<file path="src/rtl/mem_responder.sv">
// mem_responder: memory-side responder of the CPU memory port.
// It serves one request at a time. The request is accepted in IDLE and its
// address, data and wren are latched. The FSM then waits WAIT_STATES cycles in
// BUSY, performs the access, and raises ack for one cycle while in RESP.
// Targets are word RAM below IO_BASE and a small I/O window at or above it.
//
// Handshake: req is a level request. The initiator holds req high until it
// samples ack=1 and then drops it. A req that is still high when the FSM is
// back in IDLE starts a new access. req is ignored in BUSY and RESP.
// address, data and wren are sampled only on the edge that accepts req in IDLE.
module mem_responder #(
    parameter int          ADDR_W      = 8,
    parameter int          WAIT_STATES = 1,
    parameter logic [15:0] IO_BASE     = 16'hFF00
) (
    input  logic        clock,
    input  logic        reset_n,
    input  logic        req,
    input  logic        wren,
    input  logic [15:0] address,
    input  logic [15:0] data,
    output logic        ack,
    output logic [15:0] q,
    output logic [15:0] io_out,
    output logic [1:0]  state_dbg
);

    typedef enum logic [1:0] {
        IDLE = 2'd0,
        BUSY = 2'd1,
        RESP = 2'd2
    } state_t;

    localparam logic [3:0] WAIT_INIT = 4'(WAIT_STATES);

    state_t      state;
    state_t      state_next;
    logic [3:0]  wcnt;
    logic [15:0] lat_addr;
    logic [15:0] lat_data;
    logic        lat_wren;
    logic [15:0] cyc_cnt;
    logic [15:0] ram [2**ADDR_W];

    logic        perform;
    logic        ram_sel;
    logic        io_out_sel;
    logic        io_cnt_sel;

    assign state_dbg = state;

    // Access strobe and address decode of the latched request
    always_comb begin
        perform    = (state == BUSY) && (wcnt == 4'd0);
        ram_sel    = (lat_addr < IO_BASE);
        io_out_sel = (lat_addr == IO_BASE);
        io_cnt_sel = (lat_addr == IO_BASE + 16'd1);
    end

    // Next-state logic: accept in IDLE, count wait states in BUSY, one RESP cycle
    always_comb begin
        state_next = state;
        case (state)
            IDLE:    if (req) state_next = BUSY;
            BUSY:    if (wcnt == 4'd0) state_next = RESP;
            RESP:    state_next = IDLE;
            default: state_next = IDLE;
        endcase
    end

    // State register; reset aborts any access in flight
    always_ff @(posedge clock or negedge reset_n) begin
        if (!reset_n) state <= IDLE;
        else          state <= state_next;
    end

    // Request latches, wait counter, free-running cycle counter, ack, q and io_out
    always_ff @(posedge clock or negedge reset_n) begin
        if (!reset_n) begin
            wcnt     <= 4'd0;
            lat_addr <= 16'd0;
            lat_data <= 16'd0;
            lat_wren <= 1'b0;
            cyc_cnt  <= 16'd0;
            ack      <= 1'b0;
            q        <= 16'd0;
            io_out   <= 16'd0;
        end else begin
            cyc_cnt <= cyc_cnt + 16'd1;
            // ack follows the perform edge by exactly one cycle, which is the RESP cycle
            ack     <= perform;
            if (state == IDLE && req) begin
                lat_addr <= address;
                lat_data <= data;
                lat_wren <= wren;
                wcnt     <= WAIT_INIT;
            end else if (state == BUSY && wcnt != 4'd0) begin
                wcnt <= wcnt - 4'd1;
            end
            if (perform) begin
                if (lat_wren) begin
                    if (io_out_sel) io_out <= lat_data;
                end else if (ram_sel) begin
                    q <= ram[lat_addr[ADDR_W-1:0]];
                end else if (io_out_sel) begin
                    q <= io_out;
                end else if (io_cnt_sel) begin
                    // Value before this edge's increment
                    q <= cyc_cnt;
                end else begin
                    q <= 16'd0;
                end
            end
        end
    end

    // RAM write port; contents are not reset, upper address bits alias
    always_ff @(posedge clock) begin
        if (perform && lat_wren && ram_sel) ram[lat_addr[ADDR_W-1:0]] <= lat_data;
    end

endmodule

</file>
<file path="config.mk">
export PLATFORM = sky130hd
export DESIGN_NAME = mem_responder
export DESIGN_NICKNAME = d
export VERILOG_FILES = /design/src/rtl/mem_responder.sv
export SDC_FILE = /design/constraint.sdc
export NUM_CORES = 2
export LEC_CHECK = 0
export ABC_AREA = 0
export BUFFER_PORTS_ARGS = -buffer_cell sky130_fd_sc_hd__buf_2
export CORE_ASPECT_RATIO = 1.2
export CORE_MARGIN = 2
export CORE_UTILIZATION = 45
export CTS_CLUSTER_SIZE = 24
export DETAILED_ROUTE_END_ITERATION = 10
export GPL_ROUTABILITY_DRIVEN = 0
export SKIP_LAST_GASP = 1
export SLEW_MARGIN = 30
export SYNTH_ARGS = -nofsm -noshare
export SYNTH_HDL_FRONTEND = slang
export SYNTH_SLANG_ARGS = --single-unit
</file>
<file path="constraint.sdc">
create_clock -name clock -period 3.6 [get_ports clock]
set_input_delay 0.18 -clock clock [delete_from_list [all_inputs] [get_ports clock]]
set_output_delay 0.18 -clock clock [all_outputs]
set_load 0.01 [all_outputs]
</file>
# ---- After elaboration in Yosys (flattened, before gate mapping)
# Memories as Yosys holds them, arrays and structs flattened.
# Index checks and enable logic that the tools add are counted.
dict set report totals {
  regBits 88
  wordCells 41
  in_bits 36
  memories 1
  mem_bits_rw 4096
  out_inout_bits 35
}
dict set report classes {
  add_sub_neg 2
  bitwise_logic 1
  muxes 10
  order_cmp 1
  n_reduce_logical 12
  n_eq_ne 5
}
# memory words word_bits read_ports rd_clocked_by_memory_dff write_ports line_no
set mem_list {}
lappend mem_list {ram 256 16 1 0 1 43} ;# logic [15:0] ram [2**ADDR_W];
# op count
set ops {}
lappend ops {{two-way mux 16 bit} 3}
lappend ops {{== test 16 bit, second input constant} 2}
lappend ops {{adder 16 x 1 -> 16 bit, second input constant} 1}
lappend ops {{< comparator 16 bit, second input constant} 1}
lappend ops {{two-way mux 4 bit} 2}
lappend ops {{logical AND 1 bit} 5}
lappend ops {{logical NOT 4 bit} 1}
lappend ops {{two-way mux 2 bit} 2}
lappend ops {{case mux 2 bit (2 select lines)} 1}
lappend ops {{AND reduction 2 bit} 2}
lappend ops {{nonzero test 4 bit} 1}
lappend ops {{subtractor 4 x 1 -> 4 bit, second input constant} 1}
lappend ops {{AND reduction 3 bit} 1}
lappend ops {{== test 2 x 1 -> 1 bit, second input constant} 1}
lappend ops {{logical NOT 2 bit} 1}
lappend ops {{two-way mux 1 bit} 2}
lappend ops {{inequality test 2 x 1 -> 1 bit, second input constant} 1}
lappend ops {{inequality test 2 bit, second input constant} 1}
lappend ops {{nonzero test 2 bit} 1}
lappend ops {{inverter 1 bit} 1}

# ---- Logic depth before layout (Yosys ltp)
dict set report depth {
  word_depth 6
  ltp_mapped 12
  depth_no_buf 9
}

# ---- Least setup slack after synthesis
# OpenSTA, ideal clock, no wires.
dict set report synth_path {
  path_kind {register to register}
  start {register lat_data[0]}
  end {memory ram[0][0], data pin}
  slack_ns -0.396
  period_less_slack_ns 3.996
  stages_incl_launch_ff 1
  n_path_buf 0
  t_required_ns 2.795
  setup_time_ns 0.805
  t_arrival_ns 3.191
  path_cell_list {dfrtp_1}
}
# item line_no
set synth_rtl {}
lappend synth_rtl {{start, declared} 40} ;# logic [15:0] lat_data;
lappend synth_rtl {{start signal, assigned} 94} ;# lat_data <= data;
lappend synth_rtl {{end, declared} 43}
# No word-level cell before the write port.

# ---- Worst setup path in the final report
dict set report layout_path {
  start {register lat_addr[2]}
  end {register q[15]}
}
dict set report layout_between {
  elab_chain_cells 4
  elab_cells_between_ends 7
  classes_between {order compare (1); eq/ne (2); mux (3); memory (1)}
}
# item line_no
set layout_lines {}
lappend layout_lines {{start, declared} 39} ;# logic [15:0] lat_addr;
lappend layout_lines {{start signal, assigned} 93} ;# lat_addr <= address;
lappend layout_lines {{branches (longest 3 deep; another with memory (256 x 16 bit))} n/a}
lappend layout_lines {{two-way mux 16 bit *} 103} ;# end else if (ram_sel) begin
lappend layout_lines {{end signal, assigned} 104} ;# q <= ram[lat_addr[ADDR_W-1:0]];
lappend layout_lines {{end signal, assigned} 106} ;# q <= io_out;
lappend layout_lines {{end signal, assigned} 109} ;# q <= cyc_cnt;
lappend layout_lines {{end, declared} 23} ;# output logic [15:0] q,
# Mark *: on every way between the ends.
# A chain may end at the register's enable or synchronous reset.

==> impl_metrics.toml <==
[outcome]
outcome = "finished with violations"
failing_checks = "negative setup slack"

[final_layout]
layout.area.seq_sq_um = 125300
final-instance-count-excl-fill = 13430
final_nets = 8422
layout-area-overhead-vs-synth_pct = 17.38
postLayoutCellArea_sq_um = 188200
final.fill_count = 27110
utilization_pct = 52.99
proportion_of_layout_cells_with_a_drive_suffix_above_1_pct = 30.95
multiInputGateArea_sq_um = 33480

[floorplan]
io-pin-count = 71
die-width_microns = 548.9
core-area_sq_um = 355200
die_area_sq_um = 361200
floorplan.initialDensity_pct = 45.14
fp.dieH_microns = 657.9
rows = 240

[cts]
clock_path_buffers = 4
cts_buffers = 398
clkTransAtPathRegs_ns = 0.06
clock_latency_on_the_worst_skew_pair_ns = 0.95
tritoncts = "done"
cts.root.buffer_cell = "sky130_fd_sc_hd__clkbuf_16"
cts.htree.levels = 5
clock_sink_count = 4184

[sta]
hold_vio_cnt_final = 0
rsz0062_at_grt = "true"
setup_ws_ns = -0.02936
min_period_ns = 3.629
clock_skew_ns = 0.07031
setup_viol = 1
fmaxAchievable_mhz = 275.5
final_min_period_over_clock_period_pct = 100.8
post_route_worst_hold_slack_ns = 0.05384
slew_worst_pin_ns = 1.050
final_tns_setup_ns = -0.02936
report.final.slew_viol_count = 0
max-slew-margin-rel_pct = 29.26

[synthesis]
average_cell_area_after_synthesis_sq_um = 21.86
yosysSeqAreaShare_pct = 78.08
synth_common_cells = "sky130_fd_sc_hd__edfxtp_1 (4096), sky130_fd_sc_hd__mux4_2 (926), sky130_fd_sc_hd__mux2i_1 (347)"
post-synth-top-area-fraction_pct = 76.70
post_synth_and_or_nand_nor_area_fraction_pct = 1.527
syn_inst = 7336
netlist_area_before_placement_sq_um = 160400
adder_cell_fraction_of_synth_area_pct = 0.02341
synthXorXnorAreaFrac_pct = 0.08739
fraction_of_the_mapped_netlist_area_in_compound_gates_pct = 3.370
netlist_top_cells_area = "sky130_fd_sc_hd__edfxtp_1 (77%), sky130_fd_sc_hd__mux4_2 (13%), sky130_fd_sc_hd__mux2i_1 (2.2%)"
synth.most_common_cell = "sky130_fd_sc_hd__edfxtp_1"
synthFlopType = "sky130_fd_sc_hd__edfxtp_1"
distinct_cells_synth = 57
yosys-mux-area-fraction_pct = 15.64
mappedNetlistNets = 7375
synth-warning-count = 0
ys_ff_latch = 4184
synth_enable_flop_cells = 4096
largest_family_of_logic_cells_by_synthesized_area = "multiplexers"
largest_area_contributor_in_the_synthesized_netlist = "sky130_fd_sc_hd__edfxtp_1"
async_reset_ff_share_pct = 2.103

[worst_setup_path]
cp_data_arrival_time_ns = 4.48
required_ns = 4.45
critPathCaptureType = "flop"
crit_path_max_fanout = 25
critical_path_class = "flop to flop"
critPathLaunchType = "flop"

[detailed_routing]
number_of_remaining_drc_errors = 0
detail-route-antenna-nets = 0
viasPerCell = 6.052
routedWlPerCell_microns = 33.02
route.vias.total = 81290
detail_route.wirelength_microns = 443500
drtPass1Iterations = 7
drt_first_iter_violations = 9895

[power_and_ir_drop]
power.ir.vdd_worst_v = 0.0006983
design_power_total_mw = 154.4
power.density_nw_per_um2 = 820.4
leak_pwr_nw = 60.31

[grt]
vias_in_the_first_global_route = 81660
maximum_number_of_pins_on_one_net_before_global_route_repair = 161
grt_antenna_before_repair = 16
globalRouteOverflowTotal = 0
globalRouteTotalUtil_pct = 24.28
wire_length_of_the_first_global_routing_pass_microns = 622500

[flow_run]
max_cap_viol_count = 0

[placement]
dpl_cell_area_sq_um = 174400
dp_hpwl_microns = 277600
detailedPlace.worstSlack_ns = -0.5495
post-place-cells = 12620
port_buffers = 70

[hold_path]
path_class_of_the_lowest_slack_min_delay_path = "primary input to flop"
==> critical path, stage by stage (launching register included) <==
cell,delay (ns)
sky130_fd_sc_hd__dfrtp_4,0.68
sky130_fd_sc_hd__nor2_4,0.59
sky130_fd_sc_hd__buf_4,0.43
sky130_fd_sc_hd__o21ai_0,0.19
sky130_fd_sc_hd__a21oi_1,0.25
sky130_fd_sc_hd__a221oi_1,0.11
sky130_fd_sc_hd__o21a_1,0.29
sky130_fd_sc_hd__o211ai_1,0.56
sky130_fd_sc_hd__buf_4,0.23
sky130_fd_sc_hd__o221a_2,0.19
==> what timing repair did <==
| item | in CTS | in global routing |
|---|---|---|
| hold buffers | 58 | 0 |
| cloned | 2 | 3 |
| pin swaps | 4 | 10 |
| setup endpoints to repair | 11 | 10 |
| hold endpoints to repair | 126 | 0 |
| setup buffers | 14 | 8 |
| gates resized for setup | 21 | 25 |
==> placed cells by master (no fill, tap or decap), types with 66 or more instances in the layout <==
master and n:
sky130_fd_sc_hd__clkinv_1 94, sky130_fd_sc_hd__nand2_1 129, sky130_fd_sc_hd__clkbuf_16 409, sky130_fd_sc_hd__mux2i_1 344, sky130_fd_sc_hd__dfrtp_1 66, sky130_fd_sc_hd__mux2_2 66, sky130_fd_sc_hd__a21oi_1 159, sky130_fd_sc_hd__buf_2 70
sky130_fd_sc_hd__edfxtp_1 4096, sky130_fd_sc_hd__nor2_1 262, sky130_fd_sc_hd__buf_4 741, sky130_fd_sc_hd__clkbuf_1 94, sky130_fd_sc_hd__buf_12 194, sky130_fd_sc_hd__mux4_2 926, sky130_fd_sc_hd__a22oi_1 164
==> report_power, final <==
part	internal [mW]	switching, mW
registers	61.1	2.15
logic	19.5	30.6
clock network	23.4	17.7
==> registers in the layout, summed over array words and instances, names as in the netlist <==
signal and count:
lat_wren 1, cyc_cnt 16, ack 1, lat_addr 16, ram 4096, state_dbg 2, q 16, io_out 16
wcnt 4, lat_data 16
==> logic make-up (layout without fill, tap and decap cells) <==
family	count (synthesis)	after routing
buffers and inverters	443	1810
adders and majority gates	3	3
muxes	1339	1339
DFF	4184	4184
AOI/OAI and AO/OA	778	778
other	0	9
xor gates and xnor gates	16	16
and+or+nand+nor	573	573
==> per-layer routing <==
metal  part of all wire [%]  GRT usage, %  vias to the layer above
li1                       -             -                    33130
met1                     38         32.24                    43770
met2                     49         40.21                     3712
met3                    7.9         4.119                      680
met4                    4.2         9.326                        4
met5                 0.0047             0                        -
==> final timing paths <==
| kind | slack, ns | end | cells after the start | start |
|---|---|---|---|---|
| max | -0.03 | q[15] | 9 | lat_addr[2] |
| min | 0.05 | lat_data[15] | 3 | data[15] |
| max reg2reg | -0.03 | q[15] | 9 | lat_addr[2] |
| min reg2reg | 0.49 | cyc_cnt[15] | 1 | cyc_cnt[15] |
| max in group asynchronous | 2.80 | lat_data[3] | 4 | reset_n |
| min in group asynchronous | 0.43 | lat_wren | 4 | reset_n |
==> area by class of cell <==
| cell class | instances | share of cell area [%] |
|---|---|---|
| antenna | 9 | 0.01197 |
| inverter | 5 | 0.009971 |
| tap | 4719 | 3.137 |
| multi-input combinational | 2709 | 17.79 |
| timing repair buffer | 1085 | 5.802 |
| clock inverter | 219 | 1.100 |
| sequential | 4184 | 66.56 |
| clock buffer | 501 | 5.592 |
No activity file was read; power rests on OpenSTA's default activity.
